--- src/rtl/regfile_pkg.sv ---
// regfile_pkg: shared types for the register-file write-back path.
// Holds the zero-register index, the index type and the queue entry layout.
package regfile_pkg;

  localparam int WBQ_DATA_W = 64;

  typedef logic [4:0] reg_idx_t;

  localparam reg_idx_t REG_ZERO = 5'd31;

  typedef struct packed {
    reg_idx_t              rd;
    logic [WBQ_DATA_W-1:0] data;
  } wb_entry_t;

endpackage

--- src/rtl/wbq_fwd_match.sv ---
// wbq_fwd_match: finds the youngest pending entry for one read index.
// Ports: i_idx read index, i_ent age-ordered entries (0 = oldest),
// i_live occupancy mask, o_hit match flag, o_data matched value.
module wbq_fwd_match
  import regfile_pkg::*;
#(
  parameter int DEPTH  = 4,
  parameter int DATA_W = WBQ_DATA_W
) (
  input  reg_idx_t          i_idx,
  input  wb_entry_t         i_ent [DEPTH],
  input  logic [DEPTH-1:0]  i_live,
  output logic              o_hit,
  output logic [DATA_W-1:0] o_data
);

  // Later (younger) matches overwrite earlier ones.
  always_comb begin
    o_hit  = 1'b0;
    o_data = '0;
    for (int k = 0; k < DEPTH; k++) begin
      if (i_live[k] && i_ent[k].rd == i_idx &&
          i_idx != REG_ZERO) begin
        o_hit  = 1'b1;
        o_data = DATA_W'(i_ent[k].data);
      end
    end
  end

endmodule

--- src/rtl/regfile_wb_queue.sv ---
// regfile_wb_queue: FIFO of completed results draining into the regfile
// write port; X31 writes dropped. Ports: clk, reset (async, active-low),
// in_valid/in_ready/in_reg/in_data push side, drain_en, RegWrite/
// WriteRegister/WriteData regfile side, ReadRegister1/2 with
// fwd_hit1/2 and fwd_data1/2 forwarding, count occupancy.
// Forwarding logic is built only when WBQ_FORWARD_EN is defined.
module regfile_wb_queue
  import regfile_pkg::*;
#(
  parameter int DEPTH  = 4,
  parameter int DATA_W = WBQ_DATA_W
) (
  input  logic                     clk,
  input  logic                     reset,
  input  logic                     in_valid,
  output logic                     in_ready,
  input  logic [4:0]               in_reg,
  input  logic [DATA_W-1:0]        in_data,
  input  logic                     drain_en,
  output logic                     RegWrite,
  output logic [4:0]               WriteRegister,
  output logic [DATA_W-1:0]        WriteData,
  input  logic [4:0]               ReadRegister1,
  input  logic [4:0]               ReadRegister2,
  output logic                     fwd_hit1,
  output logic                     fwd_hit2,
  output logic [DATA_W-1:0]        fwd_data1,
  output logic [DATA_W-1:0]        fwd_data2,
  output logic [$clog2(DEPTH):0]   count
);

  localparam int PW = $clog2(DEPTH);
  localparam int CW = PW + 1;

  wb_entry_t      r_mem [DEPTH];
  logic [PW-1:0]  r_head;
  logic [PW-1:0]  r_tail;
  logic [CW-1:0]  r_count;
  logic           w_empty;
  logic           w_push;
  logic           w_pop;

  assign w_empty  = (r_count == '0);
  assign in_ready = (r_count != CW'(DEPTH));
  assign RegWrite = drain_en && !w_empty;
  assign count    = r_count;

  // X31 still handshakes but is never stored.
  assign w_push = in_valid && in_ready &&
                  (in_reg != REG_ZERO);
  assign w_pop  = RegWrite;

  assign WriteRegister = w_empty ? '0 :
                         r_mem[r_head].rd;
  assign WriteData     = w_empty ? '0 :
                         DATA_W'(r_mem[r_head].data);

  always_ff @(posedge clk) begin
    if (w_push) begin
      r_mem[r_tail].rd   <= in_reg;
      r_mem[r_tail].data <= WBQ_DATA_W'(in_data);
    end
  end

  always_ff @(posedge clk or negedge reset) begin
    if (!reset) begin
      r_head  <= '0;
      r_tail  <= '0;
      r_count <= '0;
    end else begin
      if (w_push) r_tail <= r_tail + PW'(1);
      if (w_pop)  r_head <= r_head + PW'(1);
      case ({w_push, w_pop})
        2'b10:   r_count <= r_count + CW'(1);
        2'b01:   r_count <= r_count - CW'(1);
        default: r_count <= r_count;
      endcase
    end
  end

`ifdef WBQ_FORWARD_EN
  wb_entry_t        w_age [DEPTH];
  logic [DEPTH-1:0] w_live;

  // Rotate storage so index 0 is the head (oldest).
  always_comb begin
    for (int k = 0; k < DEPTH; k++) begin
      w_age[k]  = r_mem[r_head + PW'(k)];
      w_live[k] = (CW'(k) < r_count);
    end
  end

  wbq_fwd_match #(
    .DEPTH  (DEPTH),
    .DATA_W (DATA_W)
  ) u_fwd1 (
    .i_idx  (ReadRegister1),
    .i_ent  (w_age),
    .i_live (w_live),
    .o_hit  (fwd_hit1),
    .o_data (fwd_data1)
  );

  wbq_fwd_match #(
    .DEPTH  (DEPTH),
    .DATA_W (DATA_W)
  ) u_fwd2 (
    .i_idx  (ReadRegister2),
    .i_ent  (w_age),
    .i_live (w_live),
    .o_hit  (fwd_hit2),
    .o_data (fwd_data2)
  );
`else
  logic w_unused_rd;

  assign w_unused_rd = ^{ReadRegister1, ReadRegister2};
  assign fwd_hit1    = 1'b0;
  assign fwd_hit2    = 1'b0;
  assign fwd_data1   = '0;
  assign fwd_data2   = '0;
`endif

endmodule
--- config.mk ---
export PLATFORM = sky130hd
export DESIGN_NAME = regfile_wb_queue
export DESIGN_NICKNAME = d
export VERILOG_FILES = /design/src/rtl/regfile_pkg.sv /design/src/rtl/wbq_fwd_match.sv /design/src/rtl/regfile_wb_queue.sv
export SDC_FILE = /design/constraint.sdc
export NUM_CORES = 1
export LEC_CHECK = 0
export BUFFER_PORTS_ARGS = -buffer_cell sky130_fd_sc_hd__buf_2
export CORE_UTILIZATION = 54
export CTS_BUF_LIST = sky130_fd_sc_hd__clkbuf_4
export CTS_CLUSTER_SIZE = 40
export DETAILED_ROUTE_END_ITERATION = 6
export GPL_TIMING_DRIVEN = 0
export PLACE_DENSITY_LB_ADDON = 0.08
export SYNTH_ARGS = -nofsm -noshare
export SYNTH_HDL_FRONTEND = slang
export SYNTH_SLANG_ARGS = --single-unit
--- constraint.sdc ---
create_clock -name clk -period 4.7 [get_ports clk]
set_clock_uncertainty 0.2 [all_clocks]
set_input_delay 0.705 -clock clk [delete_from_list [all_inputs] [get_ports clk]]
set_output_delay 0.705 -clock clk [all_outputs]
set_load 0.005 [all_outputs]
==> results_dict.tcl <==
set metrics [dict create \
    netlist_area_um2 11910 \
    critPathMaxStageDelay_ps 370 \
    syn_area_per_cell_um2 19.59 \
    nets 1049 \
    whs_endpoint "r_mem[3][54]" \
    stdcell_count 1288 \
    tns_ps 0 \
    netlist-cell-type-count 25 \
    timing.rr.end "count[2]" \
    r2r-start "count[0]" \
    cp_data_arrival_time_ps 2320 \
    ir_drop_v 0.0003785 \
    finalCriticalPeriod_ps 3226 \
    hold_viol_final 0 \
    grt_pass1_wl_um 32440 \
    fin_crit_sh_pct 68.63 \
    min_from "in_data[54]" \
    syn_inst 608 \
    viasPerCell 4.731 \
    antenna_found_initial 3 \
    worstHoldPathType "in -> reg" \
    required_ps 3800 \
    crit_path_cell_trace "clkbuf_1 -> buf_2 -> mux4_2 -> and2_1 -> buf_2" \
    synth_warnings 0 \
    r2r_cells 9 \
    dp_hpwl_um 14320 \
    cts_max_level 3 \
    dieArea_um2 22650 \
    cpMostUsedCell "buf_2" \
    cts_inserted_buffers 70 \
    nFillCells 1495 \
    timing.slew.headroom_pct 61.54 \
    dr_total_vias 6093 \
    seq_area_frac_synth_pct 71.06 \
    holdBufCountCts 1 \
    num_rows 53 \
    ctsResizeCount 0 \
    grt_overflow 0 \
    maxCapViolations 0 \
    tritoncts "yes" \
    setup_viol 0 \
    grt_usage_pct 19.70 \
    fmax_mhz 310.0 \
    io_buffers 146 \
    ios 287 \
    critical_path_class "reg -> out" \
    layout-drive-gt1-share_pct 47.33 \
    initial_core_util_pct 55.78 \
    crit_path_start_kind "register" \
    rsz0062_at_grt "false" \
    endpoint_kind "output pin" \
    die_x_um 150.5 \
    firstDrtPassIters 4 \
    clkTransAtPathRegs_ps 70 \
    grt_max_degree 48 \
    critPathSlowestCell "buf_2" \
    postRouteAntennaNets 0 \
    drt-total-wl_um 21930 \
    hold_ws_ps 60.67 \
    synthToLayoutAreaGrowth_pct 21.32 \
    cts_root_buffer "clkbuf_4" \
    gp_congestion 0.6924 \
    p_per_area_nw_per_um2 570.4 \
    post_cts_buffers 0 \
    grt_pass1_vias 6355 \
    clkLatencyLatePin_ps 640 \
    dp.cells 1162 \
    worst-path-max-fanout 10 \
    cts_buffer_depth 3 \
    drv_slew 0 \
    status "finished, final reports clean" \
    tightest_slew_ps 576.8 \
    die_h_um 150.5 \
    r2r_slack_ps 2280 \
    drc 0 \
    p_leak_uw 0.005752 \
    core_area_um2 21350 \
    detail_route.iter0.violations 290 \
    synth-seq-cells 283 \
    whs_path_depth 1 \
    post_drt_wl_per_cell_um 17.02 \
    clock_sinks 283 \
]
## cells by family after synthesis
| logic type | after synthesis | share of synthesized area, % |
|---|---|---|
| DFF | 283 | 71.06 |
| buffers and inverters | 160 | 10.25 |
| and+or+nand+nor | 80 | 4.181 |
| muxes | 71 | 13.26 |
| adders and majority gates | 6 | 0.6934 |
| xor gates and xnor gates | 6 | 0.4413 |
| other | 1 | 0.03149 |
| AOI/OAI and AO/OA | 1 | 0.08405 |
## layout by cell type (no fill, tap or decap), drive strengths merged
cell type	Yosys	layout
clkbuf	8	109
bufinv	0	1
xnor2	3	3
dlygate4sd3	0	1
clkinv	0	17
and2	74	74
diode	0	3
inv	6	9
dfrtp	7	7
xor2	3	3
or3b	1	1
mux4	69	69
mux2	1	1
conb	1	130
nand2	1	1
nand3	2	2
nor2	1	1
edfxtp	276	276
buf	146	296
ha	5	5
or3	1	1
mux2i	1	1
o211a	1	1
fa	1	1
## how the worst max path moves through the flow
| stage | startpoint | end | slack, ps | cells past startpoint |
|---|---|---|---|---|
| floorplan | in_reg[2] | r_mem[0][0] | 1410 | 3 |
| global placement | in_reg[2] | r_mem[0][28] | 2 | 4 |
| detailed placement | in_reg[1] | r_mem[3][27] | 2040 | 5 |
| CTS | r_head[1] | WriteData[21] | 1360 | 5 |
| global route | r_head[1] | WriteData[57] | 1310 | 5 |
| finish | r_head[1] | WriteData[48] | 1470 | 5 |
## Yosys cell counts (all sizes together)
cell,count,area (um^2)
conb,1,3.750
xnor2,3,26.28
mux2,1,11.26
buf,146,1167
edfxtp,276,8288
nor2,1,3.750
nand2,1,3.750
clkbuf,8,31.28
or3b,1,11.26
xor2,3,26.28
fa,1,20.02
mux4,69,1558
inv,6,22.52
and2,74,462.9
o211a,1,10.01
mux2i,1,10.01
dfrtp,7,175.2
or3,1,6.260
nand3,2,10.01
ha,5,62.56
## state kept, by name, summed over array words and instances, names as in the netlist
register  count
count         3
r_head        2
r_mem       276
r_tail        2
## report_power, final
group / internal, uW / switching (uW)
Combinational: 1500 / 1360
Sequential: 3320 / 113
Clock: 1040 / 902
Total: 5870 / 2380
## routing by layer
metal	vias up	GRT usage [%]	share of wire [%]
met5	-	0	0
met4	0	9.848	2.6
met3	45	5.212	7.5
met2	256	35.81	54
met1	2966	21.02	36
li1	2826	-	-
## layout make-up
class	instances	area, um^2	area share, %
timing repair buffer	151	828.3	5.733
buffer	154	1199	8.296
sequential	283	8463	58.57
antenna	3	7.507	0.05196
multi-input combinational	294	2720	18.83
tap	275	344.1	2.381
clock inverter	21	106.4	0.7361
inverter	6	22.52	0.1559
clock buffer	101	758.2	5.248
## metrics by stage
stage | setup slack (ps) | power [uW] | utilization [%] | instance area (um^2)
3_3_place_gp | 1.739 | 6341 | 63.08 | 13470
3_5_place_dp | 2035 | 6416 | 63.54 | 13570
5_1_grt | 1312 | 8728 | 67.66 | 14450
2_1_floorplan | 1415 | 5356 | - | 12390
6_report | 1474 | 8242 | 67.67 | 14450
4_1_cts | 1359 | 8366 | 67.63 | 14440
## critical path: cells and delay by family, from the launching register on
family | cells | cell delay (ps)
simple gates | 1 | 190
mux | 1 | 350
buf+inv | 3 | 840
flops | 1 | 320
(Power assumes the default switching activity.)
